`config.mk`:
```
export PLATFORM = sky130hd
export DESIGN_NAME = ntt_pair_fetch
export DESIGN_NICKNAME = d
export VERILOG_FILES = /design/src/rtl/ntt_pair_fetch.sv
export SDC_FILE = /design/constraint.sdc
export NUM_CORES = 1
export LEC_CHECK = 0
export BUFFER_PORTS_ARGS = -buffer_cell sky130_fd_sc_hd__buf_2
export CAP_MARGIN = 20
export CORE_MARGIN = 2
export CORE_UTILIZATION = 60
export CTS_BUF_LIST = sky130_fd_sc_hd__clkbuf_8
export DETAILED_ROUTE_END_ITERATION = 8
export HOLD_SLACK_MARGIN = 0.03
export PLACE_DENSITY = 0.85
export SETUP_SLACK_MARGIN = 0.02
export SLEW_MARGIN = 20
export SYNTH_ARGS = -nofsm -noshare
export SYNTH_HDL_FRONTEND = slang
export SYNTH_SLANG_ARGS = --single-unit
```
`constraint.sdc`:
```
create_clock -name clk -period 4.89 [get_ports clk]
set_input_delay 0.2445 -clock clk [delete_from_list [all_inputs] [get_ports clk]]
set_output_delay 0.2445 -clock clk [all_outputs]
set_load 0.01 [all_outputs]
```
`src/rtl/ntt_pair_fetch.sv`:
```
// Butterfly pair fetcher for one NTT stage: walks pair index k = 0..N/2-1, drives
// both ROM ports, and queues the returned (a, b) coefficients in a 2-entry FIFO.
module ntt_pair_fetch #(
  parameter int DW = 16,
  parameter int AW = 8
) (
  input  logic          clk,
  input  logic          rst_n,
  input  logic          start,
  input  logic [2:0]    stage,
  output logic [AW-1:0] address1,
  output logic [AW-1:0] address2,
  input  logic [DW-1:0] a,
  input  logic [DW-1:0] b,
  output logic          out_valid,
  input  logic          out_ready,
  output logic [DW-1:0] out_a,
  output logic [DW-1:0] out_b,
  output logic [AW-2:0] out_idx,
  output logic          out_last,
  output logic          busy,
  output logic          done
);

  localparam int KW = AW - 1;
  localparam logic [KW-1:0] K_LAST = {KW{1'b1}};
  localparam logic [2:0] SH_TOP = 3'(KW);

  typedef enum logic [1:0] {
    ST_IDLE  = 2'd0,
    ST_RUN   = 2'd1,
    ST_DRAIN = 2'd2
  } state_t;

  // Insert a zero at bit log2(h) of k: low bits index within the group, high bits pick the group.
  function automatic logic [AW-1:0] pair_lo_addr(input logic [KW-1:0] k,
                                                 input logic [AW-1:0] h);
    logic [AW-1:0] kx;
    logic [AW-1:0] mask;
    kx   = {1'b0, k};
    mask = h - {{(AW-1){1'b0}}, 1'b1};
    return ((kx & ~mask) << 1'b1) | (kx & mask);
  endfunction

  state_t          state_r, state_s;
  logic [2:0]      stage_r;
  logic [KW-1:0]   k_r;
  logic [KW-1:0]   idx_r;
  logic            issue_r;
  logic            issue_s;
  logic            accept_s;
  logic            done_s;
  logic            done_r;
  logic            busy_r;
  logic [AW-1:0]   half_s;
  logic [AW-1:0]   addr1_s;
  logic [AW-1:0]   addr2_s;
  logic [AW-1:0]   addr1_r;
  logic [AW-1:0]   addr2_r;
  logic            push_s;
  logic            pop_s;
  logic [DW-1:0]   fa_r [2];
  logic [DW-1:0]   fb_r [2];
  logic [KW-1:0]   fk_r [2];
  logic [1:0]      fl_r;
  logic            wr_ptr_r;
  logic            rd_ptr_r;
  logic [1:0]      count_r;

  assign half_s  = {{(AW-1){1'b0}}, 1'b1} << (SH_TOP - stage_r);
  assign addr1_s = pair_lo_addr(k_r, half_s);
  assign addr2_s = addr1_s + half_s;

  assign out_valid = (count_r != 2'd0);
  assign out_a     = fa_r[rd_ptr_r];
  assign out_b     = fb_r[rd_ptr_r];
  assign out_idx   = fk_r[rd_ptr_r];
  assign out_last  = fl_r[rd_ptr_r];
  assign pop_s     = out_valid & out_ready;
  assign push_s    = issue_r;
  assign busy      = busy_r;
  assign done      = done_r;

  // Next-state, issue and completion decode.
  always_comb begin
    state_s  = state_r;
    issue_s  = 1'b0;
    accept_s = 1'b0;
    done_s   = 1'b0;
    unique case (state_r)
      ST_IDLE: begin
        if (start) begin
          accept_s = 1'b1;
          state_s  = ST_RUN;
        end else begin
          state_s  = ST_IDLE;
        end
      end
      ST_RUN: begin
        // Reserve room for the pair in flight so the FIFO can absorb a full stall.
        issue_s = (({1'b0, count_r} + {2'b00, issue_r}) < (3'd2 + {2'b00, pop_s}));
        if (issue_s && (k_r == K_LAST)) begin
          state_s = ST_DRAIN;
        end else begin
          state_s = ST_RUN;
        end
      end
      ST_DRAIN: begin
        if (pop_s && out_last) begin
          done_s  = 1'b1;
          state_s = ST_IDLE;
        end else begin
          state_s = ST_DRAIN;
        end
      end
      default: begin
        state_s = ST_IDLE;
      end
    endcase
  end

  // ROM addresses track the pair being issued, otherwise hold the last issued pair.
  always_comb begin
    if (issue_s) begin
      address1 = addr1_s;
      address2 = addr2_s;
    end else begin
      address1 = addr1_r;
      address2 = addr2_r;
    end
  end

  // Control state, pair counter and issue pipeline.
  always_ff @(posedge clk or negedge rst_n) begin
    if (!rst_n) begin
      state_r <= ST_IDLE;
      stage_r <= 3'd0;
      k_r     <= '0;
      idx_r   <= '0;
      issue_r <= 1'b0;
      addr1_r <= '0;
      addr2_r <= '0;
      done_r  <= 1'b0;
      busy_r  <= 1'b0;
    end else begin
      state_r <= state_s;
      issue_r <= issue_s;
      idx_r   <= k_r;
      done_r  <= done_s;
      if (accept_s) begin
        stage_r <= stage;
        k_r     <= '0;
      end else if (issue_s) begin
        k_r     <= k_r + {{(KW-1){1'b0}}, 1'b1};
      end
      if (issue_s) begin
        addr1_r <= addr1_s;
        addr2_r <= addr2_s;
      end
      if (accept_s) begin
        busy_r <= 1'b1;
      end else if (done_r) begin
        busy_r <= 1'b0;
      end
    end
  end

  // Two-entry output FIFO; data returning from the ROM lands one cycle after issue.
  always_ff @(posedge clk or negedge rst_n) begin
    if (!rst_n) begin
      fa_r[0]  <= '0;
      fa_r[1]  <= '0;
      fb_r[0]  <= '0;
      fb_r[1]  <= '0;
      fk_r[0]  <= '0;
      fk_r[1]  <= '0;
      fl_r     <= 2'b00;
      wr_ptr_r <= 1'b0;
      rd_ptr_r <= 1'b0;
      count_r  <= 2'd0;
    end else begin
      if (push_s) begin
        fa_r[wr_ptr_r] <= a;
        fb_r[wr_ptr_r] <= b;
        fk_r[wr_ptr_r] <= idx_r;
        fl_r[wr_ptr_r] <= (idx_r == K_LAST);
        wr_ptr_r       <= ~wr_ptr_r;
      end
      if (pop_s) begin
        rd_ptr_r <= ~rd_ptr_r;
      end
      unique case ({push_s, pop_s})
        2'b10:   count_r <= count_r + 2'd1;
        2'b01:   count_r <= count_r - 2'd1;
        default: count_r <= count_r;
      endcase
    end
  end

endmodule

```
# Yosys cells after proc, flatten, opt, wreduce, memory -nomap -nowiden
# Cells that the tools add are included.
totals:
  register_bits: 122
  in_bits: 39
  output_inout_bits: 59
  word_cells: 96
op_classes:
  n_addsub: 8
  order_cmp: 7
  n_eq_ne: 6
  n_shift: 1
  muxes: 37
  n_bitwise: 9
  n_reduce_logical: 9
ops:
  columns: ["operator", "count"]
  rows:
  - ["two-way mux 16 bit", 7]
  - ["bitwise mux 32 bit", 2]
  - ["two-way mux 7 bit", 6]
  - ["demux 16 bit (select 1 bit)", 1]
  - ["two-way mux 8 bit", 2]
  - ["bitwise mux 14 bit", 1]
  - ["equality test 7 bit, second input constant", 2]
  - ["two-way mux 1 bit", 11]
  - ["adder 8 bit", 1]
  - ["bitwise AND 7 x 8 -> 8 bit", 1]
  - ["OR 8 bit", 1]
  - ["nonzero test 2 bit", 4]
  - ["left shift 1 x 3 -> 8 bit, first input constant", 1]
  - ["subtractor 8 x 1 -> 8 bit, second input constant", 1]
  - ["adder 7 x 1 -> 7 bit, second input constant", 1]
  - ["bitwise AND 7 bit", 1]
  - ["demux 7 bit (select 1 bit)", 1]
  - ["inverter 7 bit", 1]
  - ["one-hot mux 2 bit (3 select lines)", 1]
  - ["equality test 2 x 1 -> 1 bit, second input constant", 2]
  - ["equality test 2 bit, second input constant", 2]
  - ["greater-or-equal comparator 2 bit, second input constant", 2]
  - ["logical AND 1 bit", 4]
  - ["< comparator 1 x 2 -> 1 bit, second input constant", 2]
  - ["16 further kinds", 19]

# Longest topological paths before layout
logic_depth:
  depth_word: 8
  mapped_depth: 11
  depth_no_buf: 9

# Least setup slack after synthesis
# No wires, ideal clock.
synth_path:
  path_type: "reg2out"
  from: "register stage_r[2]"
  to: "output port address2[7]"
  arrival_ns: 2.134
  t_required_ns: 4.646
  slack_ns: 2.512
  path_stages_with_launch: 10
  n_path_buf: 2
  cell_sequence: "dfrtp_1 buf_2 clkbuf_1 nor3b_1 ha_1 a211oi_1 o21bai_1 a21oi_1 xnor2_1 o21ai_0"
synth_via:
  elab_chain_cells: 8
  elab_cells_between_ends: 9
  cone_classes: "add/sub (3); shift (1); mux (1); bitwise (4)"
synth_lines:
  columns: ["element", "line_no", "rtl"]
  rows:
  - ["from (decl)", "46", "logic [2:0] stage_r;"]
  - ["from (signal assigned)", "151", "stage_r <= stage;"]
  - ["subtractor 3 bit *", "70", "assign half_s = {{(AW-1){1'b0}}, 1'b1} << (SH_TOP - stage_r);"]
  - ["left shift 1 x 3 -> 8 bit *", "70", null]
  - ["subtractor 8 x 1 -> 8 bit", "41", "mask = h - {{(AW-1){1'b0}}, 1'b1};"]
  - ["inverter 7 bit", "42", "return ((kx & ~mask) << 1'b1) | (kx & mask);"]
  - ["bitwise AND 7 bit", "42", null]
  - ["OR 8 bit", "42", null]
  - ["adder 8 bit *", "72", "assign addr2_s = addr1_s + half_s;"]
  - ["two-way mux 8 bit *", "124", "if (issue_s) begin"]
  - ["to (decl)", "12", "output logic [AW-1:0] address2,"]
# Mark *: on every way between the ends. The rest lies on a longest branch, timed or not.

# Final worst setup path
layout_path:
  from: "register stage_r[2]"
  to: "output port address2[6]"
# The elaborated chain is that of the path after synthesis.

==> run metrics <==
total track usage a little under a quarter; worst-skew pair later-pin latency about 420 ps; Rows 34; reg2reg start stage_r[2]; Nets ~560; register-to-register setup slack between 2000 and 3000 ps; Mapped Cells 406; Hold WS 57.2 ps; GRT overflow 0; total negative slack 0 ps; die height approximately 99 um; synthesis-stage register bit count 122; Hold Path Depth 2; Num CTS Buffers 17; outcome finished, final reports clean; Avg Cell Area, Syn 13.5 um2; Tot Pwr about 4.7 mW; post-synthesis sequential area ratio 55.9%; Syn Std Cell Area 5460 um2; most area-consuming cells after synthesis dfrtp_1, mux2_2, ha_1; Residual DRC 0; EDFF count, synth 0; crit-path max cell delay 660 ps; CTS sink count ~120; actual slew at the worst max-slew pin roughly 1000 ps; routability cong. between 0.8 and 0.9; CP max FO 20; clk slew on worst S/H paths 70 ps; Initial Util 62.3%; Worst Min Path Start stage[2]; RSZ-0062 raised after global routing false; Fin. Hold Viols 0; fin crit period between 3000 and 4000 ps; level count of the clock H-tree 4; most frequent cell on the critical path o21ai_0; Hold Crit Class primary input to flop; CP endpoint kind output pin; P_leak about 3 nW; share of layout cells above drive strength 1 about 51%; CTS tree built; area grow syn2layout 17.8%; WP data required about 4700 ps; root buf cell clkbuf_8; first-pass GRT wire length between 15000 and 20000 um; antenna cell count 0; final antenna-violating net count 0; largest net degree at the start of global routing 66; most numerous cell in the Yosys netlist mux2_2; Layout Cells excl Fill 628; max-cap viol count 0; DP Cell Count between 500 and 600; Worst setup SP type flop; vias in the first global route 3592; Yosys warning total 0; syn nets about 460; CTS Buffer Depth 2; Synth Flop Type dfrtp_1; most frequent cells after synthesis mux2_2, dfrtp_1, nand2_1, o21ai_0, buf_2; Levels on crit path 9; final core utilization about 73%; Slowest cell on crit path dfrtp_1; final critical-path share of the clock period just over 60%; crit-path cells o21ai_0 > a32o_1 > ha_1 > a211oi_1 > o21bai_1 > a21oi_1 > xor2_1 > o21ai_0 > buf_2; Slew Viols, Final 0; Vias roughly 3500; reg2reg end addr2_r[6]; die area a little under 10000 um2; Rel. slew slack 31.9%; sink of the worst hold path stage_r[2]; I/O pin total 98; TritonRoute pass-1 iters 4; Vias/cell between 5 and 6; PD cells between 700 and 800 nW/um2; Die W 99.4 um; WL per Instance 16.7 um; Distinct cells, synth 44; FMAX roughly 330 MHz; Worst EP arrival roughly 2800 ps; DRT iter0 DRCs around 130; initial antenna violation count 0; top cell type's share of synthesized area approximately 56%; WS Path Type flop to output pin; WL final roughly 11000 um; Fin Clk Skew between 8 and 9 ps; PortBufs 97; Top delay family on crit path compound AO/OA/AOI/OAI gates; count of buffer and inverter cells on the critical path 1; setup violators final 0; HPWL after detailed placement approximately 7000 um; Setup Buffers After CTS 0; Yosys top cell by area dfrtp_1; core area just under 9000 um2; asr flop ratio synth 100%; r2r worst-path depth 8; Worst IR Drop VDD 390 uV
==> metrics by stage <==
step | setup WS (ps) | instance area [um2]
after floorplan | 2510 | 5460
after global placement | 2490 | 6020
after detailed placement | 2350 | 6020
after CTS | 1870 | 6430
after global routing | 1600 | 6430
final | 1880 | 6430
==> per-layer routing <==
layer  GRT usage, %  vias to the layer above  part of all wire (%)
li1               -                     1652                     -
met1           28.7                     1753                    43
met2           37.9                       89                    51
met3           5.62                       15                   4.7
met4           7.38                        0                   1.2
met5              0                        -                     0
==> registers in the layout, indices dropped and copies added, names as in the netlist, 3 cells and up <==
signal   flops
k_r          7
addr1_r      8
fb_r        32
addr2_r      8
stage_r      3
fa_r        32
idx_r        7
fk_r        14
==> how the worst max path moves through the flow <==
| stage | start | endpoint | slack, ps |
|---|---|---|---|
| floorplan | stage_r[2] | address2[7] | 2510 |
| global placement | stage_r[1] | address2[7] | 2490 |
| detailed placement | stage_r[2] | address2[6] | 2350 |
| CTS | stage_r[2] | address2[6] | 1870 |
| global route | stage_r[2] | address2[7] | 1600 |
| finish | stage_r[2] | address2[6] | 1880 |
==> power by group <==
| group | internal (mW) | switching, mW | leakage (nW) |
|---|---|---|---|
| Sequential | 1.45 | 0.348 | 1.49 |
| Combinational | 1.09 | 0.966 | 1.33 |
| Clock | 0.466 | 0.405 | 0.181 |
==> layout by cell type (no fill, tap or decap), drive strengths merged, types with 2 or more instances in the layout <==
cell / netlist / layout
and3: 3 / 3
xor2: 9 / 9
inv: 9 / 12
bufinv: 0 / 2
nor2: 12 / 12
buf: 16 / 100
and2: 2 / 2
a31oi: 2 / 2
a21o: 3 / 3
clkbuf: 4 / 18
dfrtp: 122 / 122
clkinvlp: 0 / 7
clkinv: 0 / 2
o21bai: 2 / 2
nand4: 3 / 3
mux2: 126 / 126
nand3: 6 / 6
xnor2: 8 / 8
a211oi: 2 / 2
nand2: 20 / 20
dlygate4sd3: 0 / 2
nor3b: 3 / 3
nand2b: 2 / 2
ha: 10 / 10
a21oi: 6 / 6
o21ai: 20 / 20
==> layout make-up <==
type / count / area, um2
clock inverter: 14 / 148
multi-input combinational: 255 / 2280
clock buffer: 18 / 248
tap: 108 / 135
inverter: 9 / 33.8
fill: 607 / 2330
sequential: 122 / 3050
timing repair buffer: 102 / 531
==> cell families after synthesis <==
group | count (synthesis) | synth area share (%)
flops | 122 | 55.9
mux | 127 | 26.2
xor+xnor | 17 | 2.73
buf+inv | 29 | 2.47
other cells | 1 | 0.0686
fa+ha+maj | 10 | 2.29
compound gates | 42 | 4.99
simple gates | 58 | 5.41
==> worst reg2reg max path: stages (launching register included) <==
cell and delay [ps]:
dfrtp_1 660, o21ai_0 180, a32o_1 270, ha_1 250
a211oi_1 190, o21bai_1 100, a21oi_1 220, xor2_1 170
o21ai_0 110
==> what timing repair did <==
action	in CTS	in global routing
hold endpoints to repair	65	0
hold buffers	2	0
resized for setup	0	0
Note: power is estimated with default switching activity, not from simulation.
